File: config.mk
export PLATFORM = sky130hd
export DESIGN_NAME = alu_seq
export DESIGN_NICKNAME = d
export VERILOG_FILES = /design/src/rtl/alu_seq.sv
export SDC_FILE = /design/constraint.sdc
export NUM_CORES = 1
export LEC_CHECK = 0
export ABC_CLOCK_PERIOD_IN_PS = 2000
export BUFFER_PORTS_ARGS = -buffer_cell sky130_fd_sc_hd__buf_4
export CAP_MARGIN = 20
export CORE_MARGIN = 10
export CORE_UTILIZATION = 55
export CTS_BUF_LIST = sky130_fd_sc_hd__clkbuf_4 sky130_fd_sc_hd__clkbuf_8 sky130_fd_sc_hd__clkbuf_16
export DETAILED_ROUTE_END_ITERATION = 7
export GPL_TIMING_DRIVEN = 0
export PLACE_DENSITY = 0.8
export SLEW_MARGIN = 20
export SYNTH_ARGS = -nofsm -noshare
export SYNTH_HDL_FRONTEND = slang
export SYNTH_SLANG_ARGS = --single-unit
export TNS_END_PERCENT = 30
File: constraint.sdc
create_clock -name clk -period 2 [get_ports clk]
set_clock_uncertainty 0.05 [all_clocks]
set_input_delay 0.4 -clock clk [delete_from_list [all_inputs] [get_ports clk]]
set_output_delay 0.4 -clock clk [all_outputs]
set_load 0.01 [all_outputs]
File: src/rtl/alu_seq.sv
// alu_seq: handshaked ALU; latency 1, or WIDTH+1 for shift-add MUL when ALU_MUL_EN is defined (else 101 is reserved).
// Backpressure: the result is held while out_valid && !out_ready; in_ready is low in BUSY and in HOLD without out_ready.
module alu_seq #(
    parameter int WIDTH = 8
) (
    input  logic             clk,
    input  logic             rst_n,
    input  logic             in_valid,
    output logic             in_ready,
    input  logic [WIDTH-1:0] a,
    input  logic [WIDTH-1:0] b,
    input  logic [2:0]       alu_sel,
    output logic             out_valid,
    input  logic             out_ready,
    output logic [WIDTH-1:0] result,
    output logic             carry_out,
    output logic             zero,
    output logic             overflow,
    output logic             err
);

    localparam int MSB = WIDTH - 1;

    localparam logic [2:0] OP_ADD  = 3'b000;
    localparam logic [2:0] OP_SUB  = 3'b001;
    localparam logic [2:0] OP_AND  = 3'b010;
    localparam logic [2:0] OP_OR   = 3'b011;
    localparam logic [2:0] OP_ANDN = 3'b100;
    localparam logic [2:0] OP_MUL  = 3'b101;
    localparam logic [2:0] OP_XOR  = 3'b110;

    typedef enum logic [1:0] {
        IDLE = 2'd0,
        BUSY = 2'd1,
        HOLD = 2'd2
    } state_t;

    state_t           state_q, state_d;
    logic [WIDTH-1:0] res_q, res_d;
    logic             cy_q, cy_d;
    logic             z_q, z_d;
    logic             ov_q, ov_d;
    logic             err_q, err_d;

    logic             accept;
    logic             is_mul;

    logic [WIDTH:0]   sum_w;
    logic [WIDTH:0]   diff_w;
    logic [WIDTH-1:0] op_res;
    logic             op_cy;
    logic             op_ov;
    logic             op_err;

    assign in_ready = (state_q == IDLE) || ((state_q == HOLD) && out_ready);
    assign accept   = in_valid && in_ready;

    // Single-cycle datapath straight off the inputs; results are captured only on acceptance.
    always_comb begin
        sum_w  = {1'b0, a} + {1'b0, b};
        diff_w = {1'b0, a} - {1'b0, b};
        op_res = '0;
        op_cy  = 1'b0;
        op_ov  = 1'b0;
        op_err = 1'b0;
        case (alu_sel)
            OP_ADD: begin
                op_res = sum_w[WIDTH-1:0];
                op_cy  = sum_w[WIDTH];
                op_ov  = (a[MSB] == b[MSB]) && (sum_w[MSB] != a[MSB]);
            end
            OP_SUB: begin
                op_res = diff_w[WIDTH-1:0];
                op_cy  = diff_w[WIDTH];
                op_ov  = (a[MSB] != b[MSB]) && (diff_w[MSB] != a[MSB]);
            end
            OP_AND:  op_res = a & b;
            OP_OR:   op_res = a | b;
            OP_ANDN: op_res = a & ~b;
            OP_XOR:  op_res = a ^ b;
            // 111 always; 101 too unless the multiplier steers it to BUSY.
            default: op_err = 1'b1;
        endcase
    end

`ifdef ALU_MUL_EN
    localparam int CW = (WIDTH > 1) ? $clog2(WIDTH) : 1;

    logic [2*WIDTH-1:0] prod_q, prod_d;
    logic [2*WIDTH-1:0] mcand_q, mcand_d;
    logic [WIDTH-1:0]   mplier_q, mplier_d;
    logic [CW-1:0]      cnt_q, cnt_d;
    logic [2*WIDTH-1:0] prod_step;
    logic               mul_last;

    assign is_mul    = (alu_sel == OP_MUL);
    assign prod_step = mplier_q[0] ? (prod_q + mcand_q) : prod_q;
    assign mul_last  = (cnt_q == CW'(WIDTH - 1));

    // One multiplier bit per BUSY cycle; the last step feeds the result registers directly.
    always_comb begin
        prod_d   = prod_q;
        mcand_d  = mcand_q;
        mplier_d = mplier_q;
        cnt_d    = cnt_q;
        if (accept && is_mul) begin
            prod_d   = '0;
            mcand_d  = {{WIDTH{1'b0}}, a};
            mplier_d = b;
            cnt_d    = '0;
        end else if (state_q == BUSY) begin
            prod_d   = prod_step;
            mcand_d  = mcand_q << 1;
            mplier_d = mplier_q >> 1;
            cnt_d    = cnt_q + CW'(1);
        end
    end

    always_ff @(posedge clk or negedge rst_n) begin
        if (!rst_n) begin
            prod_q   <= '0;
            mcand_q  <= '0;
            mplier_q <= '0;
            cnt_q    <= '0;
        end else begin
            prod_q   <= prod_d;
            mcand_q  <= mcand_d;
            mplier_q <= mplier_d;
            cnt_q    <= cnt_d;
        end
    end
`else
    assign is_mul = 1'b0;
`endif

    always_comb begin
        state_d = state_q;
        res_d   = res_q;
        cy_d    = cy_q;
        z_d     = z_q;
        ov_d    = ov_q;
        err_d   = err_q;
        case (state_q)
            IDLE, HOLD: begin
                if ((state_q == HOLD) && out_ready) begin
                    state_d = IDLE;
                end
                if (accept) begin
                    if (is_mul) begin
                        state_d = BUSY;
                    end else begin
                        state_d = HOLD;
                        res_d   = op_res;
                        cy_d    = op_cy;
                        z_d     = (op_res == '0);
                        ov_d    = op_ov;
                        err_d   = op_err;
                    end
                end
            end
`ifdef ALU_MUL_EN
            BUSY: begin
                if (mul_last) begin
                    state_d = HOLD;
                    res_d   = prod_step[WIDTH-1:0];
                    cy_d    = |prod_step[2*WIDTH-1:WIDTH];
                    z_d     = (prod_step[WIDTH-1:0] == '0);
                    ov_d    = 1'b0;
                    err_d   = 1'b0;
                end
            end
`endif
            default: state_d = IDLE;
        endcase
    end

    always_ff @(posedge clk or negedge rst_n) begin
        if (!rst_n) begin
            state_q <= IDLE;
            res_q   <= '0;
            cy_q    <= 1'b0;
            z_q     <= 1'b0;
            ov_q    <= 1'b0;
            err_q   <= 1'b0;
        end else begin
            state_q <= state_d;
            res_q   <= res_d;
            cy_q    <= cy_d;
            z_q     <= z_d;
            ov_q    <= ov_d;
            err_q   <= err_d;
        end
    end

    assign out_valid = (state_q == HOLD);
    assign result    = res_q;
    assign carry_out = cy_q;
    assign zero      = z_q;
    assign overflow  = ov_q;
    assign err       = err_q;

endmodule

* After elaboration in Yosys (flattened, before gate mapping)
Index checks and enable logic that the tools add are counted.
** Storage, ports and cells
- Flip-flop bits (word level) :: 14
- Bits in latches :: 0
- Bits in writable memories :: 0
- ROM bits :: 0
- Bits of input ports :: 23
- Output and inout bits :: 14
- Memories :: 0
** Cells by class
- Add/sub/neg operators :: 2
- Multiply operators :: 0
- Divide/modulo/power cells :: 0
- Order comparisons :: 0
- Eq/ne operators :: 11
- Shift-type cells :: 0
- Muxes and demuxes :: 7
- Bitwise logic cells :: 5
- Reduce and logical (&&, ||, !) cells :: 11
** Operators by type and width (number)
- case mux 8 bit (6 select lines) :: 1
- bitwise AND 8 bit :: 2
- adder 8 x 8 -> 9 bit :: 1
- subtractor 8 x 8 -> 9 bit :: 1
- logical NOT 8 bit :: 1
- NOT 8 bit :: 1
- OR 8 bit :: 1
- XOR 8 bit :: 1
- == test 3 x 2 -> 1 bit (second input constant) :: 2
- == test 3 bit (second input constant) :: 2
- 2-to-1 mux 2 bit :: 3
- OR reduction 6 bit :: 1
- logical AND 1 bit :: 4
- case mux 1 bit (2 select lines) :: 2
- == test 3 x 1 -> 1 bit (second input constant) :: 1
- logical NOT 3 bit :: 1
- inequality test 1 bit :: 3
- inequality test 3 bit (second input constant) :: 1
- == test 2 bit (second input constant) :: 1
- logical NOT 2 bit :: 1
- AND reduction 2 bit :: 1
- OR reduction 2 bit :: 1
- == test 1 bit :: 1
- logical OR 1 bit :: 1
- 2-to-1 mux 1 bit :: 1

* Depth between registers and ports, before layout
Gate-level depths: netlist (run 1).
- Depth in word-level cells :: 6
- Gate-level depth with buffers :: 9
- Mapped depth without buffers :: 9

* Least setup slack after synthesis (run 1)
Ideal clock, no wire load.
- Kind :: input-to-reg
- From :: input port a[0]
- To :: register z_q, in the netlist zero
- Setup time :: 0.104 ns
- Arrival time :: 2.414 ns
- Slack :: -0.567 ns
- Stages :: 9
- Buffers on the path :: 0
- Path through :: inv_1 > ha_1 > fa_1 > o21ba_1 > o31ai_1 > nor4b_1 > nor3b_2 > or4b_1 > o41ai_2
** On the way
- Longest elaborated chain between the ends :: 3
- Elaborated cells between the ends (all ways) :: 8
- Classes of those cells :: 2 x add/sub; 1 x mux; 4 x bitwise; 1 x reduce/logical
** RTL lines
- from (decl) :: line 10 : input logic [WIDTH-1:0] a,
- subtractor 8 x 8 -> 9 bit (tied with other cells) :: line 61 : diff_w = {1'b0, a} - {1'b0, b};
- case mux 8 bit (6 select lines) (*) :: line 66 : case (alu_sel)
- logical NOT 8 bit (*) :: line 155 : z_d = (op_res == '0);
- to (signal assigned) :: line 189 : z_q <= z_d;
- to (decl) :: line 41 : logic z_q, z_d;
Mark *: on every way between the ends. The rest lies on a longest branch, timed or not.
A chain may end at the register's enable or synchronous reset.

* Worst setup path after layout (run 1)
- From :: input port b[0]
- To :: register z_q, in the netlist zero
** On the way
- Longest elaborated chain between the ends :: 4
- Elaborated cells between the ends (all ways) :: 9
- Classes of those cells :: 2 x add/sub; 1 x mux; 5 x bitwise; 1 x reduce/logical
** RTL lines
- from (decl) :: line 11 : input logic [WIDTH-1:0] b,
- branches (longest 2 deep; another with subtractor 8 x 8 -> 9 bit)
- case mux 8 bit (6 select lines) (*) :: line 66
- logical NOT 8 bit (*) :: line 155
Every way passes the cells marked *.

==> metrics.cfg, run 1 <==
[outcome]
status = finished with violations
violations = negative setup slack

[placement]
portBuffers = 34
dp_hpwl_mm = 3.83
placed_area_mm2 = 0.00215
globalplace.congestion = 0.925

[floorplan]
dieWidth_um = 77.4
start_util = 0.583
die-area_mm2 = 0.00598
num_rows = 20
ios = 37
die_height_um = 77.4
design.core.area_mm2 = 0.00310

[drt]
avgViaCountPerCell = 5.92
postRouteAntennaNets = 0
drc_errors = 0
drt_wl_total_mm = 5.11
vias = 1818
first_iter_violations = 228
routedWlPerCell_um = 16.7
drtPass1Iterations = 4

[setup_path]
startpoint_type = primary input
endpoint_kind = flop
reg2reg_to = zero$_DFFE_PN0P_
critPathMaxFanout = 5
r2r_start = state_q[1]$_DFFE_PN0P_
r2r_cells = 6
critPathCapture = zero$_DFFE_PN0P_
critical_path_class = primary input to flop
cp-startpoint = b[0]
crit_arrival_ps = 2530
r2r_setup_slack_ps = -260
crit_required_ps = 2140

[clocking]
cts_inserted_buffers = 3
clockRootBuffer = clkbuf_4
h-tree-depth = 1
clk_pin_slew_worst_paths_ps = 80
clk_latency_ps = 280
clockBufferDepth = 2
clock_sinks = 13
cts_tree = built

[yosys]
synth_warnings = 0
yosysSeqAreaShare = 0.180
synth_area_mm2 = 0.00181
synth-edff-count = 0
synth_seq_cells = 13
syn-num-nets = 265
postSynthAreaPerCell_um2 = 8.38
synth_flop_cell = dfrtp_1
syn_inst = 216
ys_async_sr_fraction = 1.00
synthDistinctLibCells = 60

[global_routing]
grt_use_total = 0.160
gr-total-overflow = 0
grt_pass1_wl_mm = 8.22
grt_max_degree = 14
antenna_found_initial = 0
grt_pass1_vias = 1828

[power]
p_leak_nw = 1.13
p_per_area_mw_per_mm2 = 467
irDropWorstVdd_mv = 0.431

[worst_hold_path]
min_path_type = primary input to flop

[sta]
max_freq_mhz = 418
report.final.hold_viol_count = 0
final.min_clock_period_ps = 2390
slew_headroom = 0.559
worst_slack_ps = -390
hold_ws_ps = 281
finalCritPeriodShare = 1.19
fin_setup_tns_ps = -992
rsz0062_at_grt = true
setup-violations-final = 7
drv_slew = 0
tightest_slew_ps = 660

[finish]
nFillCells = 247
area_growth_pct = 32.2
drive_gt1_frac = 0.350
area.sequential_um2 = 325
fin_area_mm2 = 0.00239
final_common_cell = buf_4
diodes = 0
post-route-util = 0.771
layout_common_cells = buf_4, ha_1, inv_1, nand2_1, dfrtp_1
nets = 313
multiInputGateArea_mm2 = 0.00147

[flow_run]
drv_cap = 0

-- worst min path at each step --
| stage | from | endpoint | cells past startpoint |
|---|---|---|---|
| 2_1_floorplan | rst_n | carry_out$_DFFE_PN0P_ | 0 |
| 3_3_place_gp | rst_n | err$_DFFE_PN0P_ | 1 |
| 3_5_place_dp | rst_n | err$_DFFE_PN0P_ | 1 |
| 4_1_cts | in_valid | state_q[1]$_DFFE_PN0P_ | 2 |
| 5_1_grt | in_valid | state_q[1]$_DFFE_PN0P_ | 2 |
| 6_report | in_valid | state_q[1]$_DFFE_PN0P_ | 2 |
-- state kept, by name, summed over array words and instances, names as in the netlist --
name and count:
result 8, err 1, carry_out 1, overflow 1, zero 1, state_q 1
-- per-layer routing --
layer | vias up | part of all wire | global-route usage
met5 | - | 0 | 0
met3 | 9 | 0.077 | 0.0495
met2 | 64 | 0.48 | 0.256
met4 | 0 | 0.015 | 0.0675
li1 | 885 | - | -
met1 | 860 | 0.43 | 0.195
-- synthesized netlist by cell type (3+ instances only) --
master	count	area share
nor2b_1	4	0.014
inv_1	23	0.048
clkbuf_1	4	0.0083
o22ai_1	3	0.010
nor2_1	7	0.015
o221ai_1	4	0.019
buf_6	4	0.025
a211oi_1	3	0.012
dfrtp_1	13	0.18
nor3_1	5	0.014
nand2b_1	3	0.010
a21oi_1	7	0.019
ha_1	24	0.17
nand2_1	22	0.046
xnor2_1	3	0.015
mux2_2	6	0.037
a21o_1	3	0.012
nand3b_1	4	0.017
buf_2	3	0.0083
nand3_1	3	0.0083
o21ai_0	12	0.033
o211ai_1	6	0.025
xor2_1	3	0.015
o31ai_1	3	0.012
-- repair_timing --
item | in CTS | in global routing
resized for setup | 8 | 26
cloned | 0 | 0
hold endpoints to repair | 13 | 0
buffers inserted | 3 | 5
hold buffers | 1 | 0
endpoints found under the setup margin | 6 | 8
pin swaps | 4 | 10
-- kinds of logic after synthesis --
group,count (synthesis),synth area share
AO/OA/AOI/OAI,68,0.280
AND/OR/NAND/NOR,62,0.192
buffers and inverters,35,0.0934
adder cells (fa/ha/maj),26,0.188
flip-flops,13,0.180
XOR/XNOR,6,0.0291
multiplexers,6,0.0373
-- area by class of cell --
type                       instances  share of cell area
buffer                            12              0.0361
clock buffer                       4              0.0126
inverter                          23              0.0361
multi-input combinational        168               0.614
sequential                        13               0.136
tap                               44              0.0230
timing repair buffer              43               0.142
-- report_power, final --
part           switching, mW  internal (mW)  leakage (nW)
Sequential            0.0215          0.305         0.164
Clock                 0.0869         0.0911        0.0184
Combinational          0.317          0.296         0.947
-- stage by stage --
stage                     instances  setup WS (ps)  power, mW
final                           307           -390       1.12
after global routing            307           -443       1.19
after CTS                       302           -420       1.07
after detailed placement        294           -789      0.859
after global placement          294           -762      0.853
after floorplan                 216           -412      0.663
-- critical path, cell delays in order --
cell      delay, ps
buf_8           110
ha_4            160
fa_2            340
a21o_4          240
a211oi_2        220
nor4b_1         100
nor3b_2         260
or4b_4          500
o41ai_2         200
(Power assumes the default switching activity.)
==> run 2: changes to the inputs <==
--- a/config.mk
+++ b/config.mk
@@ -5,15 +5,14 @@
 export SDC_FILE = /design/constraint.sdc
 export NUM_CORES = 1
 export LEC_CHECK = 0
-export ABC_CLOCK_PERIOD_IN_PS = 2000
+export ABC_CLOCK_PERIOD_IN_PS = 2800
 export BUFFER_PORTS_ARGS = -buffer_cell sky130_fd_sc_hd__buf_4
 export CAP_MARGIN = 20
 export CORE_MARGIN = 10
-export CORE_UTILIZATION = 55
+export CORE_UTILIZATION = 30
 export CTS_BUF_LIST = sky130_fd_sc_hd__clkbuf_4 sky130_fd_sc_hd__clkbuf_8 sky130_fd_sc_hd__clkbuf_16
 export DETAILED_ROUTE_END_ITERATION = 7
 export GPL_TIMING_DRIVEN = 0
-export PLACE_DENSITY = 0.8
 export SLEW_MARGIN = 20
 export SYNTH_ARGS = -nofsm -noshare
 export SYNTH_HDL_FRONTEND = slang
==> constraint.sdc (replaced) <==
create_clock -name clk -period 2.8 [get_ports clk]
set_clock_uncertainty 0.05 [all_clocks]
set_input_delay 0.56 -clock clk [delete_from_list [all_inputs] [get_ports clk]]
set_output_delay 0.56 -clock clk [all_outputs]
set_load 0.01 [all_outputs]
==> run 2 against run 1 <==
  * The flow now finishes without violations
  * Register-to-register slack better by 850 ps
  * Critical path depth rose by 1
  * Hold slack worse by 180 ps
  * Cell count up 8.5%
  * First-iteration DRC count shrank 39%
  * Final area shrank 4.9%
  * Highest routed layer unchanged
==> metrics.cfg, run 2 (synthesis gave the netlist of run 1 again) <==
[finish]
diodes = 0
final_common_cell = buf_4
nFillCells = 619
drive_gt1_frac = 0.279
area_growth_pct = 25.7
fin_cells = 333
layout_common_cells = buf_4, inv_1, nand2_1, ha_1, dfrtp_1
multiInputGateArea_mm2 = 0.00135
largest_reg_flops = 8
post-route-util = 0.386
area.sequential_um2 = 325
nets = 308

[drt]
met2_length_mm = 2.49
drtPass1Iterations = 5
vias = 1756
routedWlPerCell_um = 15.6
drc_errors = 0
dr_wl_met3_um = 314
first_iter_violations = 138
drt_wl_total_mm = 5.18
postRouteAntennaNets = 0
met1_length_mm = 2.33
avgViaCountPerCell = 5.27
highest_layer = met4

[clocking]
h-tree-depth = 1
clk_latency_ps = 240
cts_inserted_buffers = 3
clock_sinks = 13
clockRootBuffer = clkbuf_8
cts_tree = built
clk_pin_slew_worst_paths_ps = 50
clockBufferDepth = 2
ctsHoldBuffers = 0

[flow_run]
drv_cap = 0

[setup_path]
critPathMaxFanout = 3
r2r_cells = 6
crit_arrival_ps = 2870
crit_family = simple AND/OR/NAND/NOR gates
startpoint_type = primary input
slowest_stage = or4b_4
endpoint_kind = flop
cp_slowest_stage_delay_ps = 500
critical_path_class = primary input to flop
crit_required_ps = 2890
path_cells = buf_4, inv_1, ha_2, fa_2, o21ba_2, o31ai_2, nor4b_1, nor3b_2, or4b_4, o41ai_2
cp.depth = 10
cp_num_buf_inv = 2

[sta]
finalCritPeriodShare = 0.995
slew_headroom = 0.596
report.final.hold_viol_count = 0
drv_slew = 0
rsz0062_at_grt = true
tightest_slew_ps = 605
max_freq_mhz = 359
final.min_clock_period_ps = 2790
fin_setup_tns_ps = 0
worst_slack_ps = 13.8
setup-violations-final = 0

[power]
p_per_area_mw_per_mm2 = 353
irDropWorstVdd_mv = 0.305
p_leak_nw = 1.08

[floorplan]
ios = 37
dieWidth_um = 97.7
design.core.area_mm2 = 0.00589
die-area_mm2 = 0.00954
num_rows = 28
die_height_um = 97.7
start_util = 0.307

[global_routing]
grt_pass1_vias = 1825
grt_max_degree = 14
grt_pass1_wl_mm = 8.63
gr-total-overflow = 0
grt_use_total = 0.104
antenna_found_initial = 0

[placement]
portBuffers = 34
post-place-ws_ps = -292
dp_cells = 325
dp_hpwl_mm = 4.16
globalplace.congestion = 0.907

[worst_hold_path]
min_path_type = primary input to async pin

[outcome]
status = completed

-- run 2: area by class of cell --
cell class,instances,share of cell area
buffer,12,0.0363
clock buffer,4,0.0215
inverter,23,0.0380
multi-input combinational,168,0.594
sequential,13,0.143
tap,75,0.0413
timing repair buffer,38,0.125
-- run 2: where the power goes --
part	leakage [nW]	switching [mW]	internal [mW]	total [mW]
logic	0.890	0.208	0.185	0.393
registers	0.164	0.0173	0.218	0.236
clock network	0.0262	0.0634	0.110	0.173
-- run 2: through the flow --
stage                     instance area, um2  hold WS (ps)  power (mW)
after floorplan                         1810           214       0.467
after global routing                    2270           108       0.866
final                                   2270           105       0.802
after CTS                               2220           106       0.797
after detailed placement                2160           364       0.613
after global placement                  2160           365       0.609
-- run 2: worst paths after layout --
| kind | from | endpoint | slack [ps] |
|---|---|---|---|
| max | a[0] | zero$_DFFE_PN0P_ | 10 |
| min | rst_n | result[6]$_DFFE_PN0P_ | 100 |
| max reg2reg | state_q[1]$_DFFE_PN0P_ | zero$_DFFE_PN0P_ | 590 |
| min reg2reg | overflow$_DFFE_PN0P_ | overflow$_DFFE_PN0P_ | 440 |
| max in group asynchronous | rst_n | err$_DFFE_PN0P_ | 2440 |
| min in group clk | overflow$_DFFE_PN0P_ | overflow$_DFFE_PN0P_ | 440 |
-- run 2: routing by layer --
| layer | vias to the layer above | track usage |
|---|---|---|
| met4 | 0 | 0.0347 |
| met1 | 824 | 0.132 |
| met2 | 55 | 0.171 |
| met3 | 8 | 0.0220 |
| met5 | - | 0 |
| li1 | 869 | - |
-- run 2: what timing repair did --
item / 4_1_cts / 5_1_grt
pin swaps: 1 / 5
setup buffers: 1 / 3
resized for setup: 1 / 9
gates cloned: 0 / 0
setup endpoints to repair: 1 / 2
